===== config.mk =====
export PLATFORM = sky130hd
export DESIGN_NAME = alu_seq_exec
export DESIGN_NICKNAME = d
export VERILOG_FILES = /design/src/rtl/alu_pkg.sv /design/src/rtl/alu_mul_iter.sv /design/src/rtl/alu_seq_exec.sv
export SDC_FILE = /design/constraint.sdc
export NUM_CORES = 1
export LEC_CHECK = 0
export BUFFER_PORTS_ARGS = -buffer_cell sky130_fd_sc_hd__clkbuf_2
export CAP_MARGIN = 10
export CORE_MARGIN = 2
export CORE_UTILIZATION = 30
export DETAILED_ROUTE_END_ITERATION = 8
export SETUP_SLACK_MARGIN = 0.2
export SLEW_MARGIN = 30
export SYNTH_ARGS = -nofsm -noshare
export SYNTH_HDL_FRONTEND = slang
export SYNTH_SLANG_ARGS = --single-unit

===== constraint.sdc =====
create_clock -name clk -period 7.6 [get_ports clk]
set_clock_uncertainty 0.05 [all_clocks]
set_input_delay 1.14 -clock clk [delete_from_list [all_inputs] [get_ports clk]]
set_output_delay 1.14 -clock clk [all_outputs]
set_load 0.05 [all_outputs]

===== src/rtl/alu_pkg.sv =====
// Shared ALU op codes and NZCV flag layout for the execute stage.
package alu_pkg;

    localparam int unsigned OP_W    = 4;
    localparam int unsigned FLAGS_W = 4;

    typedef enum logic [OP_W-1:0] {
        OP_ADD = 4'b0000,
        OP_SUB = 4'b0001,
        OP_AND = 4'b0010,
        OP_ORR = 4'b0011,
        OP_EOR = 4'b0100,
        OP_ADC = 4'b0101,
        OP_SBC = 4'b0110,
        OP_LSL = 4'b0111,
        OP_LSR = 4'b1000,
        OP_ASR = 4'b1001,
        OP_MUL = 4'b1010
    } alu_op_t;

    typedef struct packed {
        logic n;
        logic z;
        logic c;
        logic v;
    } alu_flags_t;

endpackage


===== src/rtl/alu_mul_iter.sv =====
// Radix-2 shift-add multiplier; first partial product is taken at start,
// done flags the cycle in which product_lo already includes the final bit.
module alu_mul_iter #(
    parameter int unsigned WIDTH = 32
) (
    input  logic             clk,
    input  logic             rst,
    input  logic             start,
    input  logic [WIDTH-1:0] a,
    input  logic [WIDTH-1:0] b,
    output logic             done,
    output logic [WIDTH-1:0] product_lo
);

    localparam int unsigned CNT_W = $clog2(WIDTH + 1);

    logic [WIDTH-1:0] acc;
    logic [WIDTH-1:0] mcand;
    logic [WIDTH-1:0] mplier;
    logic [WIDTH-1:0] acc_step;
    logic [CNT_W-1:0] cnt;

    assign acc_step   = acc + (mplier[0] ? mcand : '0);
    assign done       = (cnt == CNT_W'(1));
    assign product_lo = acc_step;

    always_ff @(posedge clk) begin
        if (rst) begin
            acc    <= '0;
            mcand  <= '0;
            mplier <= '0;
            cnt    <= '0;
        end else if (start) begin
            acc    <= b[0] ? a : '0;
            mcand  <= a << 1;
            mplier <= b >> 1;
            cnt    <= CNT_W'(WIDTH - 1);
        end else if (cnt != '0) begin
            acc    <= acc_step;
            mcand  <= mcand << 1;
            mplier <= mplier >> 1;
            cnt    <= cnt - CNT_W'(1);
        end
    end

endmodule


===== src/rtl/alu_seq_exec.sv =====
// Handshaked execute-stage ALU with internal NZCV register and iterative MUL.
module alu_seq_exec
    import alu_pkg::*;
#(
    parameter int unsigned WIDTH   = 32,
    parameter int unsigned SHAMT_W = 8
) (
    input  logic             clk,
    input  logic             rst,
    input  logic             in_valid,
    output logic             in_ready,
    input  alu_op_t          op,
    input  logic [WIDTH-1:0] a,
    input  logic [WIDTH-1:0] b,
    input  logic             set_flags,
    output logic             out_valid,
    input  logic             out_ready,
    output logic [WIDTH-1:0] result,
    output logic             err,
    output alu_flags_t       flags
);

    typedef enum logic [1:0] {IDLE, MUL_BUSY, DONE} state_t;

    state_t             state, state_n;
    logic               accept, load_alu, mul_start, mul_done, mul_sf;
    logic [WIDTH-1:0]   mul_prod;
    logic [WIDTH-1:0]   alu_res;
    logic               alu_err;
    alu_flags_t         alu_flags, mul_flags;
    logic [SHAMT_W-1:0] sh;
    logic [WIDTH-1:0]   bx;
    logic               cin;
    logic [WIDTH:0]     sum, shl, shr, sar;

    assign in_ready  = (state == IDLE) || ((state == DONE) && out_ready);
    assign out_valid = (state == DONE);
    assign accept    = in_valid && in_ready;

    alu_mul_iter #(.WIDTH(WIDTH)) u_mul (
        .clk        (clk),
        .rst        (rst),
        .start      (mul_start),
        .a          (a),
        .b          (b),
        .done       (mul_done),
        .product_lo (mul_prod)
    );

    // Subtraction is a + ~b + cin, so C comes out as NOT borrow directly.
    always_comb begin
        sh  = b[SHAMT_W-1:0];
        bx  = ((op == OP_SUB) || (op == OP_SBC)) ? ~b : b;
        cin = 1'b0;
        if (op == OP_SUB)                         cin = 1'b1;
        if ((op == OP_ADC) || (op == OP_SBC))     cin = flags.c;
        sum = {1'b0, a} + {1'b0, bx} + (WIDTH+1)'(cin);
        // Extra guard bit on each shift captures the last bit shifted out.
        shl = {1'b0, a} << sh;
        shr = {a, 1'b0} >> sh;
        sar = $signed({a, 1'b0}) >>> sh;

        alu_res   = '0;
        alu_err   = 1'b0;
        alu_flags = flags;
        case (op)
            OP_ADD, OP_ADC, OP_SUB, OP_SBC: begin
                alu_res     = sum[WIDTH-1:0];
                alu_flags.c = sum[WIDTH];
                alu_flags.v = (a[WIDTH-1] == bx[WIDTH-1]) && (sum[WIDTH-1] != a[WIDTH-1]);
            end
            OP_AND: alu_res = a & b;
            OP_ORR: alu_res = a | b;
            OP_EOR: alu_res = a ^ b;
            OP_LSL: begin
                alu_res = shl[WIDTH-1:0];
                if (sh != '0) alu_flags.c = shl[WIDTH];
            end
            OP_LSR: begin
                alu_res = shr[WIDTH:1];
                if (sh != '0) alu_flags.c = shr[0];
            end
            OP_ASR: begin
                alu_res = sar[WIDTH:1];
                if (sh != '0) alu_flags.c = sar[0];
            end
            OP_MUL:  alu_res = '0;
            default: alu_err = 1'b1;
        endcase
        alu_flags.n = alu_res[WIDTH-1];
        alu_flags.z = (alu_res == '0);

        mul_flags   = flags;
        mul_flags.n = mul_prod[WIDTH-1];
        mul_flags.z = (mul_prod == '0);
    end

    always_comb begin
        state_n   = state;
        load_alu  = 1'b0;
        mul_start = 1'b0;
        case (state)
            IDLE, DONE: begin
                if (accept) begin
                    if (op == OP_MUL) begin
                        mul_start = 1'b1;
                        state_n   = MUL_BUSY;
                    end else begin
                        load_alu  = 1'b1;
                        state_n   = DONE;
                    end
                end else if ((state == DONE) && out_ready) begin
                    state_n = IDLE;
                end
            end
            MUL_BUSY: if (mul_done) state_n = DONE;
            default:  state_n = IDLE;
        endcase
    end

    always_ff @(posedge clk) begin
        if (rst) begin
            state  <= IDLE;
            result <= '0;
            err    <= 1'b0;
            flags  <= '0;
            mul_sf <= 1'b0;
        end else begin
            state <= state_n;
            if (mul_start) mul_sf <= set_flags;
            if (load_alu) begin
                result <= alu_res;
                err    <= alu_err;
                if (set_flags && !alu_err) flags <= alu_flags;
            end else if ((state == MUL_BUSY) && mul_done) begin
                result <= mul_prod;
                err    <= 1'b0;
                if (mul_sf) flags <= mul_flags;
            end
        end
    end

endmodule


Word-level counts from Yosys, hierarchy flattened
Cells that the tools add are included.
{"block": "totals", "register_bits": 140, "in_bits": 73, "output_inout_bits": 39}
{"block": "op_classes", "add_sub_neg": 4, "eq_ne": 21, "shifts": 3, "n_mux": 39, "n_bitwise": 4, "reduce_logical": 26}
{"op": "32-bit two-way mux", "count": 9}
{"op": "32-bit case mux with 7 select lines", "count": 1}
{"op": "32-bit zero test", "count": 2}
{"op": "31-bit two-way mux", "count": 2}
{"op": "32-bit by 32-bit adder with 33-bit output", "count": 1}
{"op": "33-bit by 1-bit adder with 33-bit output", "count": 1}
{"op": "32-bit by 8-bit << shifter with 33-bit output", "count": 1}
{"op": "33-bit by 8-bit right shift with 33-bit output", "count": 1}
{"op": "33-bit by 8-bit >>> shifter with 33-bit output", "count": 1}
{"op": "32-bit adder", "count": 1}
{"op": "32-bit AND", "count": 1}
{"op": "32-bit inverter", "count": 1}
{"op": "32-bit OR", "count": 1}
{"op": "32-bit XOR", "count": 1}
{"op": "4-bit by 3-bit equality test with 1-bit output (second input constant)", "count": 4}
{"op": "4-bit two-way mux", "count": 4}
{"op": "1-bit two-way mux", "count": 15}
{"op": "4-bit equality test (second input constant)", "count": 3}
{"op": "11-bit OR reduction", "count": 1}
{"op": "5-bit two-way mux", "count": 2}
{"op": "4-bit by 2-bit equality test with 1-bit output (second input constant)", "count": 2}
{"op": "2-bit two-way mux", "count": 4}
{"op": "2-bit != test (second input constant)", "count": 4}
{"op": "8-bit nonzero test", "count": 1}
{"op": "other kinds (23)", "count": 33}

Longest topological paths before layout
{"block": "depth", "depth_word": 10, "depth_mapped": 21, "ltp_nobuf": 19}

Cells and area by module
From an unflattened synthesis, not the netlist that was laid out.
{"block": "hier_totals", "cells_unflattened": 2545, "hier_area_um2": 18233.7}
{"module": "alu_seq_exec", "instances": 1, "cells_per_inst": 1638, "area_each_um2": 11768.8, "seq_area_each_um2": 800.8}
{"module": "alu_mul_iter", "instances": 1, "cells_per_inst": 907, "area_each_um2": 6465.0, "seq_area_each_um2": 2001.9}

Worst setup path after synthesis
No wires, ideal clock.
{"block": "synth_timing", "kind": "input to register", "from": "input port op[0]", "to": "register flags[2] (netlist name)", "t_arrival_ps": 7181, "required_ps": 7481, "setup_slack_ps": 301, "path_stages": 20, "path_cell_list": "clkbuf_1 -> buf_1 -> buf_1 -> clkbuf_1 -> nand2_1 -> a21oi_1 -> clkbuf_1 -> xnor2_1 -> ha_1 -> nor2b_1 -> o2111ai_1 -> a31oi_1 -> o2111ai_1 -> mux2_1 -> or4_1 -> or4_1 -> or4_1 -> or4_1 -> or4_1 -> o21ai_1"}
{"block": "synth_via", "elab_chain_len": 9, "elab_cells_between_ends": 32, "classes_between": "add/sub: 2; eq/ne: 11; mux: 9; reduce/logical: 10"}
{"element": "start, declared", "line_no": "alu_seq_exec.sv:12", "rtl": "input alu_op_t op,"}
{"element": "4-bit by 1-bit equality test with 1-bit output / 4-bit by 3-bit equality test with 1-bit output (equally long branches)"}
{"element": "1-bit logical OR", "line_no": "alu_seq_exec.sv:53", "rtl": "bx = ((op == OP_SUB) || (op == OP_SBC)) ? ~b : b;"}
{"element": "32-bit two-way mux", "line_no": "alu_seq_exec.sv:53"}
{"element": "32-bit by 32-bit adder with 33-bit output", "line_no": "alu_seq_exec.sv:57", "rtl": "sum = {1'b0, a} + {1'b0, bx} + (WIDTH+1)'(cin);"}
{"element": "33-bit by 1-bit adder with 33-bit output", "line_no": "alu_seq_exec.sv:57"}
{"element": "32-bit case mux with 7 select lines", "line_no": "alu_seq_exec.sv:66", "rtl": "case (op)"}
{"element": "32-bit zero test", "line_no": "alu_seq_exec.sv:91", "rtl": "alu_flags.z = (alu_res == '0);"}
{"element": "4-bit two-way mux", "line_no": "alu_seq_exec.sv:134", "rtl": "if (set_flags && !alu_err) flags <= alu_flags;"}
{"element": "4-bit two-way mux", "line_no": "alu_seq_exec.sv:131", "rtl": "if (load_alu) begin"}
{"element": "end signal, assigned", "line_no": "alu_seq_exec.sv:134"}
{"element": "end signal, assigned", "line_no": "alu_seq_exec.sv:138", "rtl": "if (mul_sf) flags <= mul_flags;"}
{"element": "end, declared", "line_no": "alu_seq_exec.sv:20", "rtl": "output alu_flags_t flags"}
Several ways; a longest one is shown, not always the timed one. The select of a mux whose other input is x is not followed.
A chain may end at the register's enable or synchronous reset.

Final worst setup path
{"block": "layout_timing", "from": "input port op[2]", "to": "register flags[2] (netlist name)"}
Same word-level chain as after synthesis.

==> flow_summary.ini <==
[sta]
finalCritPeriodShare = 0.893
max_slew_margin = 0.305
drv_slew = 0
timing.hold.ws_ns = 0.422
worstMarginPinSlew_ns = 1.03
fmax_mhz = 147
setup_viol = 0
worst_slack_ns = 0.815
setup_tns_ns = 0
hold_viol = 0
period_minus_slack_ns = 6.79
rsz0062_at_grt = false

[grt]
grt_overflow = 0
grt_use_total = 0.316
grt_first_pass_wirelength_mm = 137
grt_pass1_vias = 18800
grt_max_degree = 119
grt_antenna_before_repair = 3

[clocking]
clk_pin_slew_ns = 0.07
cts_tree = done
holdBufCountCts = 0
cts_inserted_buffers = 17
post-cts-setup-buffers = 0
htree_levels = 4
clk_latency_ns = 0.50
cts-root-buf = clkbuf_16
clk_path_buf_depth = 2
cts.sinks = 140
cts-resized-gates = 0

[setup_path]
required_ns = 7.98
end_kind = flip-flop
crit_fanout = 22
worstPathArrival_ns = 7.17
critPathSlowestCell = a31oi_1
path_class = input port to flip-flop
crit_chain = clkbuf_2 -> buf_4 -> nor2_1 -> nand2_1 -> a21oi_4 -> xnor2_1 -> fa_1 -> inv_1 -> fa_1 -> nor2b_1 -> o2111ai_1 -> a31oi_1 -> o2111ai_1 -> mux2_1 -> or4_1 -> or4_1 -> or4_1 -> or4_1 -> or4_1 -> o21ai_1
worstSetupStartpointType = input port
worst_r2r_path_depth = 16
max_stage_delay_ns = 0.55
timing.critical_path.mode_cell = or4_1

[cells_and_area]
fin_nets = 2590
final_cell_mix = nand2_1, nor2_1, a21oi_1, dfxtp_1, ha_1
final_cells = 3155
mostFrequentLayoutCell = nand2_1
syn2layout_area_growth_pct = 11.8
drive_gt1_frac = 0.133

[power_and_ir_drop]
pwr-share-seq = 0.250
power.density_nw_per_um2 = 179
ir_drop_uv = 463
p_sw_mw = 1.69
total_power_mw = 3.44
power_report.internal_total_mw = 1.75
clkPwrFrac = 0.252
pwr-share-comb = 0.498
swShare = 0.491
p_leak_nw = 7.35

[floorplanning]
ios = 112
core_area_um2 = 56400
die_x_um = 243
start_util = 0.304
die-area_um2 = 59000
num_rows = 87
die_h_um = 243

[route]
drtAntennaViolNets = 0
first_iter_violations = 2408
wl_per_cell_um = 30.4
via_per_inst = 6.41
wirelength_mm = 95.9
route.detailed.drc = 0
drtPass1Iterations = 9
vias = 20200

[place]
port_buffers = 111
numPlacedInstances = 3122
gp_congestion = 1.04
post-dp-hpwl_mm = 72.2
pre_cts_ws_ns = 0.472

[synth]
synth_edf_count = 0
yosysUniqueCellTypes = 80
synth-async-reset-ratio = 0
synth_fp_nets = 2593
ys.flop_type = dfxtp_1
syn_inst = 2389
syn_area_per_cell_um2 = 7.17
ys_warn_count = 0
ys_seq_elements = 140
netlist_area_um2 = 17100
ys_seq_area_frac = 0.164

[job]
maxCapViolCount = 0

[hold_path]
min_path_cells = 2
hold_class = flip-flop to flip-flop

[outcome]
status = finished, final reports clean
-- sequential cells by signal (all words and copies together) (netlist names) --
signal / flops
result: 32
u_mul.acc: 32
u_mul.mcand: 31
u_mul.mplier: 31
u_mul.cnt: 6
flags: 4
state: 2
err: 1
mul_sf: 1
-- critical path: cells and delay by family --
family	cells	cell delay, ns
AO/OA/AOI/OAI	5	1.39
XOR/XNOR	1	0.16
adder cells (fa/ha/maj)	2	0.72
buffers and inverters	3	0.37
multiplexers	1	0.39
AND/OR/NAND/NOR	8	3.00
-- cells by family after synthesis --
family / Yosys count / synth area share
buffers and inverters: 291 / 0.0648
DFF: 140 / 0.164
xor gates and xnor gates: 71 / 0.0363
AOI/OAI and AO/OA: 739 / 0.304
muxes: 109 / 0.0892
and+or+nand+nor: 908 / 0.245
adders and majority gates: 131 / 0.0970
-- per-stage QoR --
stage | util | cell area (um2)
after CTS | 0.339 | 19100
after floorplan | - | 17100
after global placement | 0.329 | 18500
after detailed placement | 0.329 | 18600
final | 0.340 | 19200
after global routing | 0.340 | 19100
-- metal layers --
| layer | track usage | share of wire | up-vias |
|---|---|---|---|
| met5 | 0 | 0.00057 | - |
| met4 | 0.157 | 0.054 | 8 |
| met3 | 0.0852 | 0.089 | 220 |
| met2 | 0.468 | 0.42 | 1066 |
| met1 | 0.420 | 0.43 | 10000 |
| li1 | - | - | 8940 |
-- worst paths after layout --
path / start / to / slack, ns
worst max register to register: flags[1]$_SDFFE_PP0P_ / flags[2]$_SDFFE_PP0P_ / 1.73
worst min register to register: mul_sf$_SDFFE_PP0P_ / mul_sf$_SDFFE_PP0P_ / 0.42
worst min-delay path: mul_sf$_SDFFE_PP0P_ / mul_sf$_SDFFE_PP0P_ / 0.42
worst max-delay path: op[2] / flags[2]$_SDFFE_PP0P_ / 0.81
-- layout make-up --
class | instances | area [um2]
Antenna cell | 1 | 2.50
Timing Repair Buffer | 183 | 1150
Clock buffer | 19 | 453
Fill cell | 6184 | 37200
Sequential cell | 140 | 2800
Multi-Input combinational cell | 1958 | 13400
Tap cell | 756 | 946
Inverter | 86 | 323
Clock inverter | 12 | 111
-- power by group through the flow --
stage / clock [mW] / combinational, mW / sequential [mW]
6_report: 0.867 / 1.71 / 0.860
4_1_cts: 0.890 / 1.66 / 0.859
5_1_grt: 0.904 / 1.81 / 0.866
3_5_place_dp: 0 / 1.65 / 0.874
3_3_place_gp: 0 / 1.64 / 0.873
2_1_floorplan: 0 / 1.02 / 0.903
-- synth_stat cells, types with 41 or more instances --
| cell | n | share of area |
|---|---|---|
| a211oi_1 | 43 | 0.019 |
| a21oi_1 | 156 | 0.046 |
| a22oi_1 | 41 | 0.018 |
| a311oi_1 | 86 | 0.044 |
| and2_1 | 41 | 0.015 |
| clkbuf_1 | 169 | 0.037 |
| dfxtp_1 | 140 | 0.16 |
| ha_1 | 128 | 0.093 |
| inv_1 | 82 | 0.018 |
| mux2i_1 | 47 | 0.027 |
| nand2_1 | 349 | 0.076 |
| nand3_1 | 56 | 0.016 |
| nor2_1 | 236 | 0.052 |
| nor3_1 | 55 | 0.016 |
| o21ai_0 | 109 | 0.032 |
| xnor2_1 | 50 | 0.026 |
Power figures use the tool's default switching activity.
